--- src/rtl/vga_box_motion_ctrl.sv ---
`default_nettype none
// ============================================================================
// Module  : vga_box_motion_ctrl
// Brief   : Once-per-frame bouncing-box scheduler with a shadowed config port.
// Revision: 1.0
// ============================================================================
module vga_box_motion_ctrl #(
    parameter int H_MIN     = 144,
    parameter int H_MAX     = 783,
    parameter int V_MIN     = 31,
    parameter int V_MAX     = 510,
    parameter int INIT_X    = 384,
    parameter int INIT_Y    = 391,
    parameter int INIT_W    = 160,
    parameter int INIT_H    = 120,
    parameter int INIT_STEP = 1
) (
    input  logic       clk,
    input  logic       rst_n,        // active-high synchronous reset despite the name
    input  logic       frame_start,
    input  logic       cfg_valid,
    output logic       cfg_ready,
    input  logic [1:0] cfg_addr,
    input  logic [9:0] cfg_data,
    output logic [9:0] left_pos,
    output logic [9:0] right_pos,
    output logic [9:0] up_pos,
    output logic [9:0] down_pos,
    output logic [7:0] box_rgb,
    output logic       busy
);

    localparam logic [9:0] c_H_MIN   = 10'(H_MIN);
    localparam logic [9:0] c_H_MAX   = 10'(H_MAX);
    localparam logic [9:0] c_V_MIN   = 10'(V_MIN);
    localparam logic [9:0] c_V_MAX   = 10'(V_MAX);
    localparam logic [9:0] c_H_SPAN  = 10'(H_MAX - H_MIN + 1);
    localparam logic [9:0] c_V_SPAN  = 10'(V_MAX - V_MIN + 1);
    localparam logic [9:0] c_H_SUM   = 10'(H_MIN + H_MAX + 1);
    localparam logic [9:0] c_V_SUM   = 10'(V_MIN + V_MAX + 1);
    localparam logic [9:0] c_INIT_X  = 10'(INIT_X);
    localparam logic [9:0] c_INIT_Y  = 10'(INIT_Y);
    localparam logic [9:0] c_INIT_W  = 10'(INIT_W);
    localparam logic [9:0] c_INIT_H  = 10'(INIT_H);
    localparam logic [9:0] c_INIT_R  = 10'(INIT_X + INIT_W - 1);
    localparam logic [9:0] c_INIT_D  = 10'(INIT_Y + INIT_H - 1);
    localparam logic [3:0] c_INIT_ST = 4'(INIT_STEP);

    typedef enum logic [1:0] {
        ST_IDLE   = 2'd0,
        ST_COMMIT = 2'd1,
        ST_MOVE   = 2'd2
    } state_t;

    function automatic logic [7:0] f_palette(input logic [1:0] idx);
        case (idx)
            2'd0:    f_palette = 8'hE0;
            2'd1:    f_palette = 8'h1C;
            2'd2:    f_palette = 8'h03;
            default: f_palette = 8'hFC;
        endcase
    endfunction

    state_t     state_q, state_d;
    logic [9:0] left_q, left_d, right_q, right_d;
    logic [9:0] up_q, up_d, down_q, down_d;
    logic       dir_h_q, dir_h_d;            // 1 = moving right
    logic       dir_v_q, dir_v_d;            // 1 = moving down
    logic [9:0] box_w_q, box_w_d, box_h_q, box_h_d;
    logic [3:0] step_q, step_d;
    logic       pause_q, pause_d;
    logic [9:0] sh_w_q, sh_w_d, sh_h_q, sh_h_d;
    logic [3:0] sh_step_q, sh_step_d;
    logic       sh_pause_q, sh_pause_d;
    logic       sh_recenter_q, sh_recenter_d;
    logic [1:0] color_idx_q, color_idx_d;
    logic [7:0] box_rgb_q, box_rgb_d;
    logic       busy_q, busy_d;
    logic       cfg_ready_q, cfg_ready_d;

    // Write-time saturation keeps the shadow copy always legal.
    logic       w_cfg_fire;
    logic [9:0] w_sat_w, w_sat_h;

    assign w_cfg_fire = cfg_valid && cfg_ready_q;
    assign w_sat_w    = (cfg_data == 10'd0) ? 10'd1 :
                        (cfg_data > c_H_SPAN) ? c_H_SPAN : cfg_data;
    assign w_sat_h    = (cfg_data == 10'd0) ? 10'd1 :
                        (cfg_data > c_V_SPAN) ? c_V_SPAN : cfg_data;

    // Commit-time placement: pull the box back inside, or recenter it.
    logic       w_cm_h_over, w_cm_v_over;
    logic [9:0] w_cm_left, w_cm_up;

    assign w_cm_h_over = ({1'b0, left_q} + {1'b0, sh_w_q} - 11'd1) > {1'b0, c_H_MAX};
    assign w_cm_v_over = ({1'b0, up_q} + {1'b0, sh_h_q} - 11'd1) > {1'b0, c_V_MAX};
    assign w_cm_left   = sh_recenter_q ? ((c_H_SUM - sh_w_q) >> 1) :
                         w_cm_h_over   ? (c_H_MAX - sh_w_q + 10'd1) : left_q;
    assign w_cm_up     = sh_recenter_q ? ((c_V_SUM - sh_h_q) >> 1) :
                         w_cm_v_over   ? (c_V_MAX - sh_h_q + 10'd1) : up_q;

    // Bounce tests are done one bit wider so edge + step cannot wrap.
    logic w_hit_right, w_hit_left, w_hit_down, w_hit_up;

    assign w_hit_right = ({1'b0, right_q} + {7'd0, step_q}) >= {1'b0, c_H_MAX};
    assign w_hit_left  = {1'b0, left_q} <= ({1'b0, c_H_MIN} + {7'd0, step_q});
    assign w_hit_down  = ({1'b0, down_q} + {7'd0, step_q}) >= {1'b0, c_V_MAX};
    assign w_hit_up    = {1'b0, up_q} <= ({1'b0, c_V_MIN} + {7'd0, step_q});

    always_comb begin
        state_d       = state_q;
        left_d        = left_q;
        right_d       = right_q;
        up_d          = up_q;
        down_d        = down_q;
        dir_h_d       = dir_h_q;
        dir_v_d       = dir_v_q;
        box_w_d       = box_w_q;
        box_h_d       = box_h_q;
        step_d        = step_q;
        pause_d       = pause_q;
        sh_w_d        = sh_w_q;
        sh_h_d        = sh_h_q;
        sh_step_d     = sh_step_q;
        sh_pause_d    = sh_pause_q;
        sh_recenter_d = sh_recenter_q;
        color_idx_d   = color_idx_q;
        box_rgb_d     = box_rgb_q;

        if (w_cfg_fire) begin
            case (cfg_addr)
                2'd0: sh_w_d = w_sat_w;
                2'd1: sh_h_d = w_sat_h;
                2'd2: sh_step_d = cfg_data[3:0];
                default: begin
                    sh_pause_d    = cfg_data[0];
                    sh_recenter_d = cfg_data[1];
                end
            endcase
        end

        case (state_q)
            ST_IDLE: begin
                if (frame_start) begin
                    state_d = ST_COMMIT;
                end
            end
            ST_COMMIT: begin
                box_w_d       = sh_w_q;
                box_h_d       = sh_h_q;
                step_d        = sh_step_q;
                pause_d       = sh_pause_q;
                sh_recenter_d = 1'b0;
                left_d        = w_cm_left;
                right_d       = w_cm_left + sh_w_q - 10'd1;
                up_d          = w_cm_up;
                down_d        = w_cm_up + sh_h_q - 10'd1;
                state_d       = ST_MOVE;
            end
            ST_MOVE: begin
                if (!pause_q) begin
                    if (dir_h_q) begin
                        if (w_hit_right) begin
                            left_d  = c_H_MAX - box_w_q + 10'd1;
                            right_d = c_H_MAX;
                            dir_h_d = 1'b0;
                        end else begin
                            left_d  = left_q + {6'd0, step_q};
                            right_d = right_q + {6'd0, step_q};
                        end
                    end else begin
                        if (w_hit_left) begin
                            left_d  = c_H_MIN;
                            right_d = c_H_MIN + box_w_q - 10'd1;
                            dir_h_d = 1'b1;
                        end else begin
                            left_d  = left_q - {6'd0, step_q};
                            right_d = right_q - {6'd0, step_q};
                        end
                    end

                    if (dir_v_q) begin
                        if (w_hit_down) begin
                            up_d    = c_V_MAX - box_h_q + 10'd1;
                            down_d  = c_V_MAX;
                            dir_v_d = 1'b0;
                        end else begin
                            up_d    = up_q + {6'd0, step_q};
                            down_d  = down_q + {6'd0, step_q};
                        end
                    end else begin
                        if (w_hit_up) begin
                            up_d    = c_V_MIN;
                            down_d  = c_V_MIN + box_h_q - 10'd1;
                            dir_v_d = 1'b1;
                        end else begin
                            up_d    = up_q - {6'd0, step_q};
                            down_d  = down_q - {6'd0, step_q};
                        end
                    end

                    color_idx_d = color_idx_q + 2'd1;
                    box_rgb_d   = f_palette(color_idx_q + 2'd1);
                end
                state_d = ST_IDLE;
            end
            default: begin
                state_d = ST_IDLE;
            end
        endcase

        busy_d      = (state_d != ST_IDLE);
        cfg_ready_d = (state_d == ST_IDLE);
    end

    always_ff @(posedge clk) begin
        if (rst_n) begin
            state_q       <= ST_IDLE;
            left_q        <= c_INIT_X;
            right_q       <= c_INIT_R;
            up_q          <= c_INIT_Y;
            down_q        <= c_INIT_D;
            dir_h_q       <= 1'b1;
            dir_v_q       <= 1'b0;
            box_w_q       <= c_INIT_W;
            box_h_q       <= c_INIT_H;
            step_q        <= c_INIT_ST;
            pause_q       <= 1'b0;
            sh_w_q        <= c_INIT_W;
            sh_h_q        <= c_INIT_H;
            sh_step_q     <= c_INIT_ST;
            sh_pause_q    <= 1'b0;
            sh_recenter_q <= 1'b0;
            color_idx_q   <= 2'd0;
            box_rgb_q     <= 8'hE0;
            busy_q        <= 1'b0;
            cfg_ready_q   <= 1'b0;
        end else begin
            state_q       <= state_d;
            left_q        <= left_d;
            right_q       <= right_d;
            up_q          <= up_d;
            down_q        <= down_d;
            dir_h_q       <= dir_h_d;
            dir_v_q       <= dir_v_d;
            box_w_q       <= box_w_d;
            box_h_q       <= box_h_d;
            step_q        <= step_d;
            pause_q       <= pause_d;
            sh_w_q        <= sh_w_d;
            sh_h_q        <= sh_h_d;
            sh_step_q     <= sh_step_d;
            sh_pause_q    <= sh_pause_d;
            sh_recenter_q <= sh_recenter_d;
            color_idx_q   <= color_idx_d;
            box_rgb_q     <= box_rgb_d;
            busy_q        <= busy_d;
            cfg_ready_q   <= cfg_ready_d;
        end
    end

    assign cfg_ready = cfg_ready_q;
    assign busy      = busy_q;
    assign left_pos  = left_q;
    assign right_pos = right_q;
    assign up_pos    = up_q;
    assign down_pos  = down_q;
    assign box_rgb   = box_rgb_q;

endmodule
`default_nettype wire

--- config.mk ---
export PLATFORM = sky130hd
export DESIGN_NAME = vga_box_motion_ctrl
export DESIGN_NICKNAME = d
export VERILOG_FILES = /design/src/rtl/vga_box_motion_ctrl.sv
export SDC_FILE = /design/constraint.sdc
export NUM_CORES = 1
export LEC_CHECK = 0
export BUFFER_PORTS_ARGS = -buffer_cell sky130_fd_sc_hd__buf_2
export CAP_MARGIN = 20
export CORE_MARGIN = 1.5
export CORE_UTILIZATION = 45
export DETAILED_ROUTE_END_ITERATION = 12
export SYNTH_ARGS = -nofsm -noshare
export SYNTH_HDL_FRONTEND = slang
export SYNTH_SLANG_ARGS = --single-unit
--- constraint.sdc ---
create_clock -name clk -period 7.9 [get_ports clk]
set_clock_uncertainty 0.1 [all_clocks]
set_input_delay 0.395 -clock clk [delete_from_list [all_inputs] [get_ports clk]]
set_output_delay 0.395 -clock clk [all_outputs]
set_load 0.05 [all_outputs]
Word-level counts from Yosys, hierarchy flattened. Cells that the tools add are included. W data, S select, Z words.

Bits in registers: 107. Latch bits: 0. Memory bits (writable): 0. ROM bits: 0. Input bits: 16. Output and inout bits: 50. Word-level logic and storage cells: 125. Memories kept: 0.

$add $sub $neg: 35. $mul: 0. Div/mod/pow operators: 0. $lt $le $gt $ge: 8. Equal/unequal tests: 7. Shift-type cells: 0. Muxes and demuxes: 37. Bitwise operators: 2. Reductions and logical operators: 16.

Operator list (number): $mux W10 (24); $pmux W10 S2 (4); $add A10 B1 Y10 const B (4); $add A10 B4 Y10 (4); $sub A10 B1 Y10 const B (4); $sub A10 B10 Y10 const A (4); $sub A10 B4 Y10 (4); $pmux W8 S3 (1); $add A10 B10 Y11 (2); $add A10 B4 Y11 (2); $sub A11 B1 Y11 const B (2); $add A10 B10 Y10 (2); $sub A9 B10 Y10 const A (2); $reduce_and A2 Y1 (6); $ge A11 B10 Y1 const B (1); $ge A11 B9 Y1 const B (1); $gt A11 B10 Y1 const B (1); $gt A11 B9 Y1 const B (1); $add A5 B10 Y10 const A (1); $add A8 B10 Y10 const A (1); $gt A10 B10 Y1 const B (1); $gt A10 B9 Y1 const B (1); $le A10 B6 Y1 (1); $le A10 B9 Y1 (1); other kinds (16) (30).

Logic depth before layout (Yosys ltp). Gate-level depths: netlist of the first run.

Depth in word-level cells: 8. Depth in mapped cells: 27. Depth with buffers taken out: 26.

Least setup slack after synthesis of the first run. OpenSTA, ideal clock, no wires.

Kind: reg2reg. From: reg left_q[1] (netlist: left_pos[1]). To: reg right_q[9] (netlist: right_pos[9]). Library setup time: 0.062 ns. Arrival: 5.824 ns. Required time: 7.738 ns. Slack: 1.914 ns. Cell stages (with the launch flop): 28. Cell sequence: dfxtp_1 > inv_1 > ha_1 > inv_1 > ha_1 > fa_1 > a21o_1 > nand4_1 > nand3_1 > and3_4 > o41ai_4 > clkbuf_1 > mux2i_1 > nor2_1 > a21oi_1 > ha_1 > inv_1 > ha_1 > inv_1 > fa_1 > nor2b_1 > o21ai_0 > a21boi_0 > o21ai_0 > a21oi_1 > xnor2_1 > or4_1 > nand3_1.

Longest elaborated chain between the ends: 8. Elaborated cells on any way between the ends: 12. Those cells by class: add/sub (4); order compare (2); mux (6).

Ends and longest elaborated chain: start, declared (RTL line 65) `logic [9:0] left_q, left_d, right_q, right_d;`; start signal, assigned (RTL line 219) `left_q <= c_INIT_X;`; start signal, assigned (RTL line 240) `left_q <= left_d;`; $add A10 B10 Y11 (RTL line 95) `assign w_cm_h_over = ({1'b0, left_q} + {1'b0, sh_w_q} - 11'd1) > {1'b0, c_H_MAX};`; $sub A11 B1 Y11 (RTL line 95); $gt A11 B10 Y1 (RTL line 95); $mux W10 (RTL line 98) `w_cm_h_over ? (c_H_MAX - sh_w_q + 10'd1) : left_q;`; $mux W10 (RTL line 97) `assign w_cm_left = sh_recenter_q ? ((c_H_SUM - sh_w_q) >> 1) :`; $add A10 B10 Y10 (RTL line 155) `right_d = w_cm_left + sh_w_q - 10'd1;`; $sub A10 B1 Y10 (RTL line 155); $pmux W10 S2 * (RTL line 142) `case (state_q)`; end signal, assigned (RTL line 220) `right_q <= c_INIT_R;`; end signal, assigned (RTL line 241) `right_q <= right_d;`; end, declared (RTL line 65).

Mark *: on every way between the ends. The rest lies on a longest branch, timed or not. The select of a mux whose other input is x is not followed. A chain may end at the register's enable or synchronous reset.

Worst setup path after layout of the first run.
From: reg up_q[1] (netlist: up_pos[1]). To: reg down_q[9] (netlist: down_pos[9]).

Longest elaborated chain between the ends: 8. Elaborated cells on any way between the ends: 12. Those cells by class: add/sub (4); order compare (2); mux (6).

Ends and longest elaborated chain: start, declared (RTL line 66) `logic [9:0] up_q, up_d, down_q, down_d;`; start signal, assigned (RTL line 221) `up_q <= c_INIT_Y;`; start signal, assigned (RTL line 242) `up_q <= up_d;`; $add A10 B10 Y11 (RTL line 96) `assign w_cm_v_over = ({1'b0, up_q} + {1'b0, sh_h_q} - 11'd1) > {1'b0, c_V_MAX};`; $sub A11 B1 Y11 (RTL line 96); $gt A11 B9 Y1 (RTL line 96); $mux W10 (RTL line 100) `w_cm_v_over ? (c_V_MAX - sh_h_q + 10'd1) : up_q;`; $mux W10 (RTL line 99) `assign w_cm_up = sh_recenter_q ? ((c_V_SUM - sh_h_q) >> 1) :`; $add A10 B10 Y10 (RTL line 157) `down_d = w_cm_up + sh_h_q - 10'd1;`; $sub A10 B1 Y10 (RTL line 157); $pmux W10 S2 * (RTL line 142); end signal, assigned (RTL line 222) `down_q <= c_INIT_D;`; end signal, assigned (RTL line 243) `down_q <= down_d;`; end, declared (RTL line 66).

Marked as above.

==> flow_summary.yaml, run 1 <==
route:
  wire_per_inst_um: 19.9
  route.detailed.drc: 0
  ant_nets: 0
  drt_iter0_markers: 1095
  viasPerCell: 5.97
  vias: 10700
  drtPass1Iterations: 6
  wl_um: 35700
pwr:
  power_density_nw_per_um2: 237
  combPwrFrac_pct: 59.3
  power_frac_seq_pct: 22.7
  p_clk_share_pct: 18.0
  switching_share_pct: 47.9
  p_int_mw: 1.45
  p_sw_mw: 1.33
  peakVddDrop_mv: 0.119
  power_leakage_nw: 4.99
clocking:
  ctsResizeCount: 0
  cts_buffers: 9
  ctsLongestPathBuffers: 2
  clock-sinks: 102
  clock-root-buffer: "clkbuf_16"
  h-tree-depth: 3
  clkLatencyLatePin_ns: 0.37
  cts_setup_buffers: 0
  cts_tree: "done"
  holdBufCountCts: 0
  clk_pin_slew_worst_paths_ns: 0.08
grt:
  antenna_found_initial: 0
  grt_pass1_wl_um: 55200
  grt_use_total_pct: 28.6
  grt_pass1_vias: 9820
  grt.overflow.total: 0
  grt_max_degree: 65
logic_synthesis:
  avgSynthCellArea_sq_um: 7.47
  synth_seq_cells: 102
  syn_nets: 1603
  synth_flop_cell: "dfxtp_1"
  synth-edff-count: 0
  ys_seq_area_share_pct: 18.8
  synthCells: 1457
  synth_area_sq_um: 10900
  async_flop_share_pct: 0
  yosysUniqueCellTypes: 85
  ys_warn_count: 0
layout:
  layout-drive-gt1-share_pct: 8.54
  syn_to_final_growth_pct: 7.66
  diodes: 0
  design_area_sq_um: 11700
  final_common_cell: "inv_1"
  final_cell_mix: "inv_1, nand2_1, ha_1"
  stdcell_count: 1795
  fin_nets: 1617
timing:
  setup_violations: 0
  hold_viol_final: 0
  fin_crit_sh_pct: 78.6
  fin_tns_setup_ns: 0
  rsz0062_at_grt: "no"
  slew_headroom_pct: 24.2
  max_freq_mhz: 161
  layout_min_cycle_time_ns: 6.21
  worst_pin_slew_ns: 1.14
  finalMaxSlewViolations: 0
critical_path:
  cp-start-kind: "register"
  endpoint_kind: "register"
  timing.critical_path.from: "up_pos[1]"
  r2r_slack_ns: 1.69
  crit_type: "reg2reg"
  cp.arrival_ns: 6.40
  reg2reg_to: "down_pos[9]"
  timing.rr.start: "up_pos[1]"
  endpoint: "down_pos[9]"
  cp.required_ns: 8.09
  crit_path_max_fanout: 12
  r2r_cells: 25
place:
  dp_hpwl_um: 26300
  dpl_cell_area_sq_um: 11400
  gp_congestion: 0.933
  place.port_buffers: 65
  dp.cells: 1779
die:
  die_height_um: 159
  start_util_pct: 46.1
  die-area_sq_um: 25100
  core.rowCount: 56
  die_w_um: 159
  ios: 66
  coreArea_sq_um: 23600
status:
  status: "complete, no violations"
run:
  cap_violations: 0
min_path:
  hp-class: "in2reg"
  worstHoldStart: "frame_start"
==> sequential cells by signal, indices dropped and copies added (netlist names) <==
name and cells:
color_idx_q 2, box_w_q 10, sh_w_q 10, step_q 4
state_q 2, right_pos 10, busy 1, dir_h_q 1
up_pos 10, sh_h_q 10, sh_step_q 4, pause_q 1
sh_pause_q 1, sh_recenter_q 1, box_rgb 3, dir_v_q 1
down_pos 10, cfg_ready 1, box_h_q 10, left_pos 10
==> critical path, stage by stage, from the launching register on <==
cell and delay (ns):
dfxtp_1 0.41, inv_1 0.20, ha_1 0.33, inv_1 0.04, ha_1 0.22, fa_1 0.42, a21o_1 0.20, a21oi_1 0.17
xor2_1 0.08, or4_1 0.69, inv_1 0.28, nor3_1 0.07, o31ai_1 0.33, ha_1 0.30, inv_1 0.06, ha_1 0.16
inv_1 0.05, fa_1 0.40, nor2b_1 0.20, o2111ai_1 0.15, a31oi_1 0.22, xor2_1 0.36, nor4_1 0.09, a211oi_1 0.24
a41oi_1 0.15, a211oi_1 0.20
==> cell usage after synthesis, types with 18 or more instances <==
library cell / count / area (sq um)
nor2b_1: 18 / 113
a211oi_1: 22 / 165
xnor2_1: 67 / 587
mux2i_1: 42 / 420
dfxtp_1: 102 / 2040
a31oi_1: 22 / 138
nand3_1: 30 / 150
inv_1: 152 / 571
xor2_1: 32 / 280
a21oi_1: 101 / 505
ha_1: 118 / 1480
o21ai_0: 79 / 395
clkbuf_1: 52 / 195
o211ai_1: 26 / 195
nor3_1: 57 / 285
nand2_1: 138 / 518
nor2_1: 97 / 364
or3_1: 18 / 113
==> final cells by class <==
type	instances	area, sq um
repair buffers	82	453
flip-flops and latches	102	2040
inverters	156	586
clock buffers	10	239
clock inverters	6	76.3
multi-input cells	1120	7930
well taps	319	399
fillers	2439	11900
==> power groups by stage <==
stage	Clock, mW	Combinational [mW]	Sequential (mW)
after CTS	0.505	1.62	0.630
after floorplan	0	1.17	0.705
final	0.500	1.65	0.631
after detailed placement	0	1.62	0.642
after global routing	0.527	1.82	0.639
after global placement	0	1.60	0.642
==> per-stage QoR <==
stage	setup WS (ns)	hold WS [ns]	utilization, %	power (mW)
2_1_floorplan	1.91	0.332	-	1.87
3_3_place_gp	1.93	0.343	48.3	2.25
3_5_place_dp	1.78	0.348	48.3	2.26
4_1_cts	1.72	0.197	49.6	2.76
5_1_grt	1.07	0.202	49.6	2.98
6_report	1.69	0.206	49.6	2.78
==> how the worst min path moves through the flow <==
stage	to	slack [ns]	cells past startpoint
floorplan	pause_q	0.33	2
global placement	box_h_q[9]	0.34	2
detailed placement	box_h_q[9]	0.35	2
CTS	state_q[0]	0.20	2
global route	sh_h_q[4]	0.20	2
finish	state_q[0]	0.21	2
==> cells by family after synthesis <==
group | share of synthesized area [%]
simple gates | 20.0
xor+xnor | 7.96
flops | 18.8
mux | 4.59
compound gates | 24.5
fa+ha+maj | 15.8
buf+inv | 8.50
==> metal layers <==
| layer | vias to the layer above | track usage [%] | routed length [um] |
|---|---|---|---|
| met1 | 5032 | 42.4 | 17100 |
| met5 | - | 2.07 | 65 |
| li1 | 5227 | - | - |
| met4 | 2 | 7.57 | 701 |
| met3 | 52 | 4.35 | 2650 |
| met2 | 411 | 42.4 | 15200 |
Power figures use the tool's default switching activity.
==> run 2: changes to the inputs <==
==> constraint.sdc (replaced) <==
create_clock -name clk -period 6 [get_ports clk]
set_clock_uncertainty 0.1 [all_clocks]
set_input_delay 0.3 -clock clk [delete_from_list [all_inputs] [get_ports clk]]
set_output_delay 0.3 -clock clk [all_outputs]
set_load 0.05 [all_outputs]
==> run 2 against run 1 <==
  * Setup slack worse by 1.3 ns
  * Critical path depth stayed put
  * Combinational power is 39% higher
  * Core utilization is 0.85 points higher
  * Non-clock buffer count is 28 higher
  * Total power is 34% higher
  * Register-to-register slack worse by 1.3 ns
  * Hold slack worse by 0.10 ns
  * Cell count is 1.5% higher
  * First-iteration DRC count is 6.9% lower
  * Sequential share of layout area is 0.29 points lower
  * Critical endpoint unchanged
  * Largest cell class unchanged
==> flow_summary.yaml, run 2 (synthesis results as in run 1) <==
place:
  dpl_cell_area_sq_um: 11600
  dp_hpwl_um: 26700
  gp_congestion: 0.970
  place.port_buffers: 65
die:
  die_w_um: 159
  start_util_pct: 46.1
  coreArea_sq_um: 23600
  core.rowCount: 56
  die_height_um: 159
  ios: 66
  die-area_sq_um: 25100
route:
  vias: 10800
  ant_nets: 0
  wire_per_inst_um: 19.7
  viasPerCell: 5.93
  drt_iter0_markers: 1019
  route.detailed.drc: 0
  wl_um: 35800
  drtPass1Iterations: 6
clocking:
  cts_tree: "done"
  clk_pin_slew_worst_paths_ns: 0.08
  ctsLongestPathBuffers: 2
  cts_buffers: 9
  clock-root-buffer: "clkbuf_16"
  clock-sinks: 102
  h-tree-depth: 3
  clkLatencyLatePin_ns: 0.37
min_path:
  worstHoldStart: "frame_start"
  hp-class: "in2reg"
  worstHoldPathCells: 2
  min_to: "state_q[0]"
timing:
  layout_min_cycle_time_ns: 5.61
  fin_crit_sh_pct: 93.4
  max_freq_mhz: 178
  rsz0062_at_grt: "no"
  slew_headroom_pct: 32.8
  finalMaxSlewViolations: 0
  hold_viol_final: 0
  whs_ns: 0.106
  fin_tns_setup_ns: 0
  setup_violations: 0
  worst_pin_slew_ns: 1.01
critical_path:
  cp-start-kind: "register"
  r2r_cells: 25
  cp.required_ns: 6.19
  r2r_slack_ns: 0.39
  crit_type: "reg2reg"
  crit_path_max_fanout: 9
  cp.arrival_ns: 5.80
  reg2reg_to: "down_pos[9]"
  timing.rr.start: "sh_h_q[1]"
  endpoint_kind: "register"
layout:
  layout-drive-gt1-share_pct: 10.4
  fin_nets: 1645
  design_area_sq_um: 11900
  fill_cells: 2367
  final_cell_mix: "inv_1, nand2_1, ha_1"
  diodes: 0
  syn_to_final_growth_pct: 9.50
  final_common_cell: "inv_1"
grt:
  grt.overflow.total: 0
  grt_pass1_wl_um: 55100
  grt_pass1_vias: 9854
  antenna_found_initial: 1
  grt_max_degree: 45
  grt_use_total_pct: 28.7
status:
  status: "complete, no violations"
pwr:
  p_sw_mw: 1.82
  power_density_nw_per_um2: 312
  power_leakage_nw: 5.11
  combPwrFrac_pct: 61.6
  power_frac_seq_pct: 21.9
  p_int_mw: 1.90
  peakVddDrop_mv: 0.154
  p_clk_share_pct: 16.5
  switching_share_pct: 49.0
run:
  cap_violations: 0
-- run 2: cell count changes in the layout (fill, tap and decap cells not counted), sizes merged --
| cell | change |
|---|---|
| clkbuf | -1 |
| inv | +1 |
| clkinvlp | +1 |
| clkinv | -1 |
| bufinv | -1 |
| buf | +28 |
-- run 2: final cells by class --
cell class / count / area, sq um / share of cell area, %
tap: 319 / 399 / 3.35
inverter: 156 / 586 / 4.91
sequential: 102 / 2040 / 17.1
clock inverter: 6 / 53.8 / 0.451
timing repair buffer: 110 / 663 / 5.56
multi-input combinational: 1120 / 7950 / 66.7
clock buffer: 9 / 225 / 1.89
-- run 2: per-layer routing --
layer / routed length (um) / GRT usage [%] / vias to the layer above
met3: 2770 / 3.67 / 33
met4: 604 / 7.92 / 2
met5: 13 / 0 / -
met1: 17200 / 41.7 / 5086
li1: - / - / 5268
met2: 15300 / 44.0 / 417
-- run 2: worst max path at each step --
stage,from,to,slack [ns],cells after the start
after floorplan,left_pos[1],right_pos[9],0.01,27
after global placement,sh_h_q[1],down_pos[9],0.51,25
after detailed placement,up_pos[1],down_pos[9],0.40,25
after CTS,up_pos[1],down_pos[9],0.38,25
after global routing,sh_w_q[1],right_pos[6],0.01,25
final,sh_h_q[1],down_pos[9],0.39,25
-- run 2: through the flow --
stage	total power, mW	utilization (%)	worst slack, ns	cells
6_report	3.72	50.5	0.394	1822
5_1_grt	3.96	50.5	0.0124	1822
4_1_cts	3.66	50.4	0.379	1822
3_5_place_dp	3.05	49.2	0.404	1807
3_3_place_gp	3.03	49.2	0.514	1807
2_1_floorplan	2.47	-	0.0136	1457
-- run 2: power by group through the flow --
stage | combinational (mW) | clock, mW | sequential [mW]
floorplan | 1.54 | 0 | 0.929
global placement | 2.20 | 0 | 0.825
detailed placement | 2.22 | 0 | 0.828
CTS | 2.24 | 0.616 | 0.811
global route | 2.50 | 0.636 | 0.823
finish | 2.29 | 0.614 | 0.813
-- run 2: repair_timing --
action	CTS	global route
setup endpoints to repair	0	4
gates resized for setup	0	4
hold buffers	0	0
setup buffers	0	0
-- run 2: worst max-delay path: stages (launching register included) --
cell and delay [ns]:
dfxtp_1 0.33, inv_1 0.06, ha_1 0.27, inv_1 0.04, ha_1 0.24, fa_1 0.44, a211oi_1 0.25, o21ai_0 0.15
a21oi_1 0.24, mux2i_1 0.14, or3b_1 0.40, buf_4 0.19, nand2_1 0.18, o21ai_0 0.14, mux2_2 0.29, ha_1 0.27
inv_1 0.04, ha_1 0.33, and3_1 0.19, a21oi_1 0.16, a31oi_1 0.16, xor2_2 0.27, nor4_1 0.08, a211oi_1 0.22
a41oi_1 0.15, a211oi_1 0.22
